<file path="config.mk">
export PLATFORM = sky130hd
export DESIGN_NAME = debounce_bank
export DESIGN_NICKNAME = d
export VERILOG_FILES = /design/src/rtl/debounce_bank.sv
export SDC_FILE = /design/constraint.sdc
export NUM_CORES = 1
export LEC_CHECK = 0
export ABC_AREA = 1
export CAP_MARGIN = 20
export CELL_PAD_IN_SITES_DETAIL_PLACEMENT = 1
export CELL_PAD_IN_SITES_GLOBAL_PLACEMENT = 2
export CORE_MARGIN = 2
export CORE_UTILIZATION = 30
export CTS_CLUSTER_DIAMETER = 50
export DETAILED_ROUTE_END_ITERATION = 7
export PLACE_DENSITY_LB_ADDON = 0.1
export REMOVE_ABC_BUFFERS = 1
export SLEW_MARGIN = 20
export SYNTH_ARGS = -nofsm -noshare
export SYNTH_HDL_FRONTEND = slang
export SYNTH_SLANG_ARGS = --single-unit
</file>
<file path="constraint.sdc">
create_clock -name clk -period 1.6 [get_ports clk]
set_clock_uncertainty 0.05 [all_clocks]
set_input_delay 0.48 -clock clk [delete_from_list [all_inputs] [get_ports clk]]
set_output_delay 0.48 -clock clk [all_outputs]
set_load 0.05 [all_outputs]
</file>
<file path="src/rtl/debounce_bank.sv">
// debounce_bank: per-channel two-flop synchronizer plus debounce FSM with optional auto-repeat.
module debounce_bank #(
    parameter int N_CH   = 4,
    parameter int DELAY  = 74999999,
    parameter int REPEAT = 0,
    parameter int CNT_W  = $clog2((DELAY > REPEAT ? DELAY : REPEAT) + 1)
) (
    input  logic            clk,
    input  logic            reset,
    input  logic [N_CH-1:0] signal,
    output logic [N_CH-1:0] signal_established,
    output logic [N_CH-1:0] press_pulse,
    output logic [N_CH-1:0] release_pulse,
    output logic            any_established
);
    typedef enum logic [1:0] {IDLE, PRESS_WAIT, HELD, RELEASE_WAIT} state_t;
    localparam logic [CNT_W-1:0] D_LAST = CNT_W'(DELAY - 1);
    localparam logic [CNT_W-1:0] R_LAST = CNT_W'(REPEAT > 0 ? REPEAT - 1 : 0);
    logic [N_CH-1:0] sync1, s;
    always_ff @(posedge clk) begin
        if (reset) begin
            sync1 <= '0;
            s     <= '0;
        end else begin
            sync1 <= signal;
            s     <= sync1;
        end
    end
    for (genvar i = 0; i < N_CH; i++) begin : g_ch
        state_t state, state_n;
        logic [CNT_W-1:0] cnt, cnt_n, rcnt, rcnt_n;
        logic est, pp, rp, press_n, release_n;
        always_ff @(posedge clk) begin
            if (reset) begin
                state <= IDLE;
                cnt   <= '0;
                rcnt  <= '0;
                est   <= 1'b0;
                pp    <= 1'b0;
                rp    <= 1'b0;
            end else begin
                state <= state_n;
                cnt   <= cnt_n;
                rcnt  <= rcnt_n;
                est   <= (state_n == HELD) || (state_n == RELEASE_WAIT);
                pp    <= press_n;
                rp    <= release_n;
            end
        end
        // The repeat counter only advances on held samples, so release glitches pause the cadence.
        always_comb begin
            state_n   = state;
            cnt_n     = cnt;
            rcnt_n    = rcnt;
            press_n   = 1'b0;
            release_n = 1'b0;
            case (state)
                IDLE: if (s[i]) begin
                    state_n = PRESS_WAIT;
                    cnt_n   = '0;
                end
                PRESS_WAIT: if (!s[i]) state_n = IDLE;
                    else if (cnt == D_LAST) begin
                        state_n = HELD;
                        press_n = 1'b1;
                        rcnt_n  = '0;
                    end else cnt_n = cnt + CNT_W'(1);
                HELD: if (!s[i]) begin
                        state_n = RELEASE_WAIT;
                        cnt_n   = '0;
                    end else if (REPEAT > 0) begin
                        press_n = rcnt == R_LAST;
                        rcnt_n  = rcnt == R_LAST ? '0 : rcnt + CNT_W'(1);
                    end
                RELEASE_WAIT: if (s[i]) state_n = HELD;
                    else if (cnt == D_LAST) begin
                        state_n   = IDLE;
                        release_n = 1'b1;
                    end else cnt_n = cnt + CNT_W'(1);
                default: state_n = IDLE;
            endcase
        end
        assign signal_established[i] = est;
        assign press_pulse[i]        = pp;
        assign release_pulse[i]      = rp;
    end
    assign any_established = |signal_established;
endmodule

</file>
# Word-level counts from Yosys, hierarchy flattened
# Cells that the tools add are included.
# classes
eq_ne	40
n_shift	0
muxes	56
bitwise_logic	12
div_mod_pow	0
n_addsub	4
n_lt_le_gt_ge	0
multipliers	0
n_reduce_logical	21
# op_table
cell	n
2-to-1 mux 27 bit	20
one-hot mux 27 bit (4 select lines)	4
adder 27 x 1 -> 27 bit (second input constant)	4
equality test 27 bit (second input constant)	4
2-to-1 mux 2 bit	24
equality test 2 bit (second input constant)	16
inequality test 2 bit (second input constant)	16
one-hot mux 2 bit (4 select lines)	4
OR reduction 3 bit	8
AND reduction 4 bit	4
inverter 1 bit	12
equality test 2 x 1 -> 1 bit (second input constant)	4
zero test 2 bit	4
logical OR 1 bit	4
2-to-1 mux 1 bit	4
OR reduction 4 bit	1
# totals
romBits	0
input_bits	6
output_inout_bits	13
latch_bits	0
ff_bits	136
memories	0
ram_bits	0

# Logic depth before layout (Yosys ltp)
# Gate-level depths: netlist of run 1.
# logic_depth
word_depth	6
depth_mapped	13

# Worst setup path after synthesis of run 1
# Ideal clock, no wire load.
# synth_path
path_type	register to register
startpoint	register g_ch[3].cnt[0]
endpoint	register g_ch[3].cnt[16]
path_stages_with_launch	9
slack_ps	-21
path_buffers	0
required_time_ps	1434
arrival_ps	1455
path_cell_list	dfxtp_1 -> ha_1 -> nand3_1 -> nor2_2 -> nand3_1 -> nor2_1 -> nand2_1 -> o21ai_0 -> nor2_1
# synth_via
elab_chain_cells	4
# synth_lines
item	line	source
from (decl)	31	logic [CNT_W-1:0] cnt, cnt_n, rcnt, rcnt_n;
from (signal assigned)	43	cnt <= cnt_n;
adder 27 x 1 -> 27 bit / equality test 27 bit (equally long branches)	--	
2-to-1 mux 27 bit *	63, 76	
2-to-1 mux 27 bit, on equally long branches	75, 62	
one-hot mux 27 bit (4 select lines) *	57	case (state)
# Every way passes the cells marked *; elsewhere a longest branch is shown, timed or not. The select of a mux whose other input is x is not followed.
# A chain may end at the register's enable or synchronous reset.

# Final worst setup path of run 1
# layout_path
startpoint	register g_ch[1].est
endpoint	output any_established
# layout_via
elab_chain_cells	1
# layout_lines
item	line	source
from (decl)	32	logic est, pp, rp, press_n, release_n;
from (signal assigned)	45	est <= (state_n == HELD) || (state_n == RELEASE_WAIT);
OR reduction 4 bit	87	assign any_established = |signal_established;
to (decl)	14	output logic any_established
# Every way passes these cells.

==> results.toml, run 1 <==
[power_and_ir_drop]
power_density_nw_per_um2 = 644
ir_drop_v = 0.000538
switching_power_mw = 1.93
sw_frac_of_total_pct = 23.6
comb_power_share_pct = 6.6
p_seq_share_pct = 41.5
pwr-share-clk_pct = 51.9
p_int_mw = 6.26
leakagePower_nw = 5.09

[global_routing]
first_global_vias = 8824
grt_max_degree = 17
grt_use_total_pct = 20.6
grt_util_met2_pct = 37.1
grt_antenna_before_repair = 0
gr-usage-met1_pct = 25.2
met3_usage_pct = 2.90
grt_most_used_layer = "met2"
grt_overflow_total = 0
grt_pass1_wl_mm = 43.8

[clock_network]
htreeDepth = 4
cts_tree = "yes"
clock-root-buffer = "clkbuf_16"
cts_buffers = 17
holdBufCountCts = 0
cts_sinks = 136
ctsLongestPathBuffers = 2
path_clk_slew_ns = 0.06
insertion_delay_ns = 0.43

[detailed_routing]
first_iter_violations = 348
ant_nets = 0
wl_mm = 28.4
vias = 8543
dr.pass1.iters = 4
viasPerCell = 4.71
drc = 0
wl_per_cell_um = 15.6

[timing]
fmax_mhz = 496
finalHoldViolations = 0
drv_slew = 0
tightestPinTransition_ns = 0.377
fin_crit_sh_pct = 126
worst_slack_ns = -0.417
slew_headroom_pct = 74.8
fin_crit_ns = 2.02
setup_tns_ns = -5.21
setup_viol = 83
rsz0062_at_grt = "true"

[worst_setup_path]
critical_path_class = "flop to output pin"
startpoint_type = "flop"
endpoint_kind = "output pin"
crit_fanout = 2
required_ns = 1.07
arrival_ns = 1.49

[run]
drv_cap = 0

[logic_synthesis]
synth_top_family_by_area = "simple AND/OR/NAND/NOR gates"
synth_fa_ha_area_share_pct = 1.30
synth_cells = 1233
synth.most_common_cell = "nand2_1"
ys_types = 35
ys_warn_count = 0
synth.top_cell.area_share_pct = 35.5
synth_largest_area_cell = "dfxtp_1"
synthSimpleGateAreaFrac_pct = 42.7
post_synth.cell_area_avg_sq_um = 6.23
synth-compound-area-share_pct = 7.18
synth_xor_area_share_pct = 1.25
synth.top_cells.by_count = "nand2_1, nor2_1, inv_1"
synth.top_cells.by_area = "dfxtp_1, nand2_1, nor2_1, inv_1, nand3_1"
synth_edf_count = 0
yosysSeqAreaShare_pct = 35.5
synth_area_sq_um = 7680
ys_seq_elements = 136
ys.flop_type = "dfxtp_1"
synthArstFlopShare_pct = 0
synth.area.mux_share_pct = 0

[die]
boundaryPins = 19
initial_core_util_pct = 30.5
num_rows = 58
dieArea_sq_um = 26900
coreArea_sq_um = 25200
die_h_um = 164
die_w_um = 164

[cells_and_area]
drive_gt1_share_pct = 46.2
syn2layout_area_growth_pct = 65.5
finalNonFillerCells = 1814
diodes = 0
final_area_sq_um = 12700
nets = 1486
final_core_util_pct = 50.5

[status]
violations = "negative setup slack"
status = "finished, violations left"

[placed_design]
place_congestion = 0.755
numPortBuffers = 18
dp_hpwl_mm = 18.3
dpl_cell_area_sq_um = 9630
dp.cells = 1735

[min_path]
hp-class = "flop to flop"
## layout make-up
type	instances	area, sq um
Clock buffer	24	502
Inverter	168	676
Timing Repair inverter	4	50.0
Tap cell	330	413
Multi-Input combinational cell	892	5680
Timing Repair Buffer	253	2480
Clock inverter	7	115
Fill cell	3066	12500
Sequential cell	136	2800
## sequential cells by signal (all words and copies together), names as in the netlist
| register | count |
|---|---|
| s | 4 |
| g_ch.rp | 4 |
| g_ch.pp | 4 |
| g_ch.state | 8 |
| sync1 | 4 |
| g_ch.cnt | 108 |
| g_ch.est | 4 |
## worst paths after layout
| kind | startpoint | to | slack (ns) | cells past startpoint |
|---|---|---|---|---|
| worst max-delay path | g_ch[1].est | any_established | -0.42 | 2 |
| worst max register to register | g_ch[3].cnt[0] | g_ch[3].cnt[13] | -0.20 | 10 |
| worst min-delay path | sync1[2] | s[2] | 0.36 | 2 |
| worst min register to register | sync1[2] | s[2] | 0.36 | 2 |
## worst max-delay path, cell delays in order (launching register included)
cell and delay [ns]:
dfxtp_2 0.32, or4_4 0.56, buf_8 0.17
## power groups by stage
stage / sequential [mW] / clock (mW) / combinational [mW]
finish: 3.40 / 4.25 / 0.541
global route: 3.40 / 4.49 / 0.578
CTS: 3.40 / 4.35 / 0.459
detailed placement: 3.49 / 0 / 0.336
global placement: 3.49 / 0 / 0.334
floorplan: 3.49 / 0 / 0.123
## what timing repair did
| action | in CTS | in global routing |
|---|---|---|
| pin swaps | 83 | 126 |
| resized for setup | 264 | 324 |
| buffers inserted | 28 | 16 |
| gates cloned | 9 | 3 |
| endpoints found under the setup margin | 114 | 124 |
## logic make-up after synthesis
logic type | after synthesis
AOI/OAI and AO/OA | 103
xor gates and xnor gates | 11
adders and majority gates | 8
buffers and inverters | 206
DFF | 136
and+or+nand+nor | 769
## placed cells by master, fill, tap and decap left out, types with 24 or more instances in the layout
cell type  Yosys  layout
nand2_1      325     223
a21oi_1       57      29
a21oi_2        9      34
inv_1        160     142
nor3_1        35      24
dfxtp_1      136      94
nand3_2        3      27
nand2_4        1      41
nor2_4         5      56
buf_6         10      33
dfxtp_2        0      34
buf_4         19     180
nand4_1       30      30
nand2_2        9      69
nor2_2        10      46
nor2_1       261     174
nand3_1       67      35
buf_12         0      28
## through the flow
stage	total power, mW	setup WS [ns]	hold WS (ns)
global route	8.46	-0.449	0.376
floorplan	3.61	-0.413	0.338
finish	8.19	-0.417	0.358
CTS	8.21	-0.441	0.362
global placement	3.82	-0.471	0.342
detailed placement	3.82	-0.434	0.352
## metal layers
layer  up-vias  routed length (um)
met5         -                   0
li1       4332                   -
met4         0                 495
met2        65               15000
met3        31                 424
met1      4115               12400
Power figures use the tool's default switching activity.
==> inputs of run 2 (changes only) <==
--- a/config.mk
+++ b/config.mk
@@ -9,7 +9,6 @@
 export CAP_MARGIN = 20
 export CELL_PAD_IN_SITES_DETAIL_PLACEMENT = 1
 export CELL_PAD_IN_SITES_GLOBAL_PLACEMENT = 2
-export CORE_MARGIN = 2
 export CORE_UTILIZATION = 30
 export CTS_CLUSTER_DIAMETER = 50
 export DETAILED_ROUTE_END_ITERATION = 7
==> run 2 against run 1 <==
Effect of this change: the flow still finishes with violations (negative setup slack); wire length down 0.98%; non-clock buffer count up 16; flip-flop and latch count unchanged; final cell count up 0.83%; critical path depth unchanged; largest power group unchanged.
==> results.toml, run 2 (synthesis gave the netlist of run 1 again) <==
[detailed_routing]
ant_nets = 0
dr.pass1.iters = 4
drc = 0
wl_per_cell_um = 15.4
viasPerCell = 4.69
wl_mm = 28.1
first_iter_violations = 218
vias = 8580

[power_and_ir_drop]
leakagePower_nw = 5.01
power_density_nw_per_um2 = 654
ir_drop_v = 0.000628

[timing]
drv_slew = 0
setup_viol = 72
fmax_mhz = 495
fin_crit_sh_pct = 126
fin_crit_ns = 2.02
finalHoldViolations = 0
slew_headroom_pct = 77.3
tightestPinTransition_ns = 0.341
worst_slack_ns = -0.421
setup_tns_ns = -5.70
rsz0062_at_grt = "true"

[global_routing]
grt_use_total_pct = 20.6
first_global_vias = 8752
grt_pass1_wl_mm = 42.8
grt_overflow_total = 0
grt_max_degree = 21
grt_antenna_before_repair = 0

[cells_and_area]
largest_register_ffs = 108
seq_area_sq_um = 2790
nFillCells = 3092
drive_gt1_share_pct = 46.6
final_cell_mix = "nand2_1, buf_4, nor2_1, inv_1, dfxtp_1"
final_common_cell = "nand2_1"
final_area_sq_um = 12700
largest-register = "g_ch.cnt"
multi_input_area_sq_um = 5530
final_core_util_pct = 50.6
diodes = 0
nets = 1500
finalNonFillerCells = 1829
top_regs = "g_ch.cnt: 108 flops, g_ch.state: 8 flops"
syn2layout_area_growth_pct = 65.9

[worst_setup_path]
required_ns = 1.07
critical_path_class = "flop to output pin"
arrival_ns = 1.49
startpoint_type = "flop"
crit_fanout = 2
endpoint_kind = "output pin"

[die]
coreArea_sq_um = 25200
initial_core_util_pct = 30.5
num_rows = 58
die_w_um = 162
die_h_um = 162
boundaryPins = 19
dieArea_sq_um = 26200

[clock_network]
path_clk_slew_ns = 0.06
holdBufCountCts = 0
ctsLongestPathBuffers = 2
insertion_delay_ns = 0.44
cts_buffers = 17
htreeDepth = 4
cts_tree = "yes"
clock-root-buffer = "clkbuf_16"
cts_sinks = 136

[status]
violations = "negative setup slack"
status = "finished, violations left"

[placed_design]
dpl_cell_area_sq_um = 9560
dp_hpwl_mm = 18.4
dp.cells = 1729
place_congestion = 0.775
numPortBuffers = 18

[run]
drv_cap = 0

[min_path]
hp-class = "flop to flop"
-- run 2: cell types whose count changed in the layout (fill, tap and decap cells not counted), sizes merged --
cell	change
inv	+4
clkbuf	-2
clkinv	-1
clkinvlp	+1
bufinv	+1
buf	+12
-- run 2: critical path: stages (launching register included) --
cell     delay [ns]
dfxtp_4        0.36
or4_4          0.52
buf_8          0.18
-- run 2: layer usage --
layer / track usage (%) / part of all wire (%) / up-vias
li1: - / - / 4354
met1: 25.3 / 45 / 4153
met2: 36.8 / 52 / 45
met3: 3.32 / 1.3 / 28
met4: 5.92 / 1.5 / 0
met5: 0 / 0 / -
-- run 2: area by class of cell --
class	count	area share (%)
multi-input combinational	892	43.4
sequential	136	21.9
timing repair buffer	269	21.0
inverter	168	5.27
clock buffer	18	3.45
tap	330	3.24
clock inverter	14	1.54
timing repair inverter	2	0.177
-- run 2: worst paths after layout --
check | startpoint | endpoint | slack, ns | cells after the start
setup reg to reg | g_ch[0].cnt[0] | g_ch[0].cnt[16] | -0.16 | 12
hold / removal | sync1[2] | s[2] | 0.35 | 2
setup / recovery | g_ch[3].est | any_established | -0.42 | 2
hold reg to reg | sync1[2] | s[2] | 0.35 | 2
-- run 2: timing repair --
item / CTS / global route
endpoints found under the setup margin: 114 / 123
gates cloned: 6 / 8
gates resized for setup: 213 / 362
setup buffers: 37 / 22
pin swaps: 62 / 151
-- run 2: where the power goes --
part	switching [mW]	total (mW)	internal, mW
Clock	1.72	4.38	2.66
Sequential	0.0122	3.40	3.39
Combinational	0.315	0.550	0.235
Total	2.05	8.33	6.29
-- run 2: metrics by stage --
step                      hold WS, ns  power (mW)  setup slack (ns)
after floorplan                 0.338        3.61            -0.413
after global placement          0.340        3.81            -0.442
after detailed placement        0.349        3.82            -0.461
after CTS                       0.358        8.32            -0.433
after global routing            0.373        8.59            -0.452
final                           0.354        8.33            -0.421
==> inputs of run 3 (changes only) <==
--- a/config.mk
+++ b/config.mk
@@ -12,6 +12,7 @@
 export CORE_UTILIZATION = 30
 export CTS_CLUSTER_DIAMETER = 50
 export DETAILED_ROUTE_END_ITERATION = 7
+export DONT_BUFFER_PORTS = 1
 export PLACE_DENSITY_LB_ADDON = 0.1
 export REMOVE_ABC_BUFFERS = 1
 export SLEW_MARGIN = 20
==> run 3 against run 2 <==
Effect of this change: the run still ends with negative setup slack left; core utilization decreased by 0.56 points; total power fell by 1.7%; highest routed layer unchanged; combinational power decreased by 4.7%; largest cell class unchanged; clock-buffer cell count increased by 3; die area did not move; critical path type unchanged; fmax down 0.44%; critical path depth unchanged.
==> results.toml, run 3 (synthesis gave the netlist of run 1 again) <==
[die]
coreArea_sq_um = 25200
die_w_um = 162
boundaryPins = 19
die_h_um = 162
initial_core_util_pct = 30.5
dieArea_sq_um = 26200
num_rows = 58

[timing]
fmax_mhz = 493
slew_headroom_pct = 68.5
drv_slew = 0
tightestPinTransition_ns = 0.472
fin_crit_sh_pct = 127
whs_ns = 0.0638
rsz0062_at_grt = "true"
setup_viol = 79
fin_crit_ns = 2.03
finalHoldViolations = 0
worst_slack_ns = -0.430

[cells_and_area]
drive_gt1_share_pct = 46.8
syn2layout_area_growth_pct = 64.0
final_cell_mix = "nand2_1, buf_4, nor2_1, inv_1, dfxtp_1"
nets = 1486
diodes = 0
final_common_cell = "nand2_1"
finalNonFillerCells = 1814
largest_register_ffs = 108
largest-register = "g_ch.cnt"
top_regs = "g_ch.cnt: 108 flops, g_ch.state: 8 flops"

[min_path]
hp-class = "input pin to flop"

[clock_network]
ctsLongestPathBuffers = 2
htreeDepth = 4
cts_buffers = 17
cts_sinks = 136
path_clk_slew_ns = 0.06
clock-root-buffer = "clkbuf_16"
holdBufCountCts = 0
insertion_delay_ns = 0.43
cts_tree = "yes"

[placed_design]
place_congestion = 0.797
dp_hpwl_mm = 18.1
numPortBuffers = 0
dp.cells = 1718

[detailed_routing]
first_iter_violations = 223
viasPerCell = 4.71
vias = 8553
wl_mm = 28.2
ant_nets = 0
drc = 0
wl_per_cell_um = 15.5
dr.pass1.iters = 4

[worst_setup_path]
startpoint_type = "flop"
slowest_stage = "or4_4"
endpoint_kind = "output pin"
crit_fanout = 2
cp_num_buf_inv = 1
arrival_ns = 1.50
path_delay_family = "simple AND/OR/NAND/NOR gates"
critical_path_class = "flop to output pin"
path_cells = "or4_4 > buf_8"
max_stage_delay_ns = 0.56
required_ns = 1.07

[global_routing]
first_global_vias = 8935
grt_use_total_pct = 21.2
grt_pass1_wl_mm = 44.1
grt_max_degree = 41
grt_antenna_before_repair = 0
grt_overflow_total = 0

[status]
status = "finished, violations left"
violations = "negative setup slack"

[power_and_ir_drop]
power_density_nw_per_um2 = 651
p_total_mw = 8.19
leakagePower_nw = 5.09
ir_drop_v = 0.000564

[run]
drv_cap = 0
-- run 3: cell types whose count changed in the layout (fill, tap and decap cells not counted), sizes merged --
cell | previous run | this run
buf | 259 | 254
bufinv | 4 | 3
clkbuf | 24 | 22
clkdlybuf4s50 | 4 | 0
clkinv | 5 | 7
clkinvlp | 3 | 1
inv | 172 | 170
nand2 | 336 | 335
-- run 3: area by class of cell --
| cell class | instances | area (sq um) |
|---|---|---|
| timing repair inverter | 3 | 31.3 |
| clock buffer | 21 | 480 |
| multi-input combinational | 891 | 5580 |
| tap | 330 | 413 |
| fill | 3108 | 12600 |
| timing repair buffer | 255 | 2470 |
| inverter | 168 | 689 |
| clock inverter | 10 | 143 |
| sequential | 136 | 2800 |
-- run 3: metal layers --
metal | up-vias | global-route usage [%] | part of all wire, %
met3 | 33 | 3.19 | 1.7
met1 | 4124 | 25.9 | 45
met2 | 68 | 38.9 | 52
met4 | 0 | 4.80 | 1.5
li1 | 4328 | - | -
met5 | - | 0 | 0
-- run 3: power breakdown --
group          internal, mW  switching, mW
Combinational         0.232          0.292
Sequential             3.39         0.0128
Clock                  2.62           1.65
-- run 3: worst register-to-register path, delay by kind of cell, from the launching register on --
kind | cells | cell delay, ns
fa+ha+maj | 1 | 0.12
compound gates | 1 | 0.06
flops | 1 | 0.35
simple gates | 7 | 0.69
buf+inv | 4 | 0.39
-- run 3: through the flow --
step	utilization (%)	instance area (sq um)	setup TNS (ns)	setup WS (ns)
after global placement	37.0	9320	-12.08	-0.456
after detailed placement	37.0	9320	-15.82	-0.462
after floorplan	-	7390	-10.95	-0.413
after CTS	44.8	11300	-3.70	-0.456
final	50.0	12600	-5.35	-0.430
after global routing	50.0	12600	-14.53	-0.459
-- run 3: repair_timing --
item,CTS,global route
pin swaps,70,137
buffers inserted,41,23
hold endpoints to repair,0,0
endpoints found under the setup margin,118,132
gates cloned,11,2
gates resized for setup,245,357
-- run 3: worst paths after layout --
check / from / to / slack (ns) / depth (start not counted)
worst max-delay path: g_ch[1].est / any_established / -0.43 / 2
worst max register to register: g_ch[2].cnt[1] / g_ch[2].cnt[12] / -0.16 / 13
worst min-delay path: reset / g_ch[3].cnt[18] / 0.06 / 1
worst min register to register: sync1[2] / s[2] / 0.35 / 2
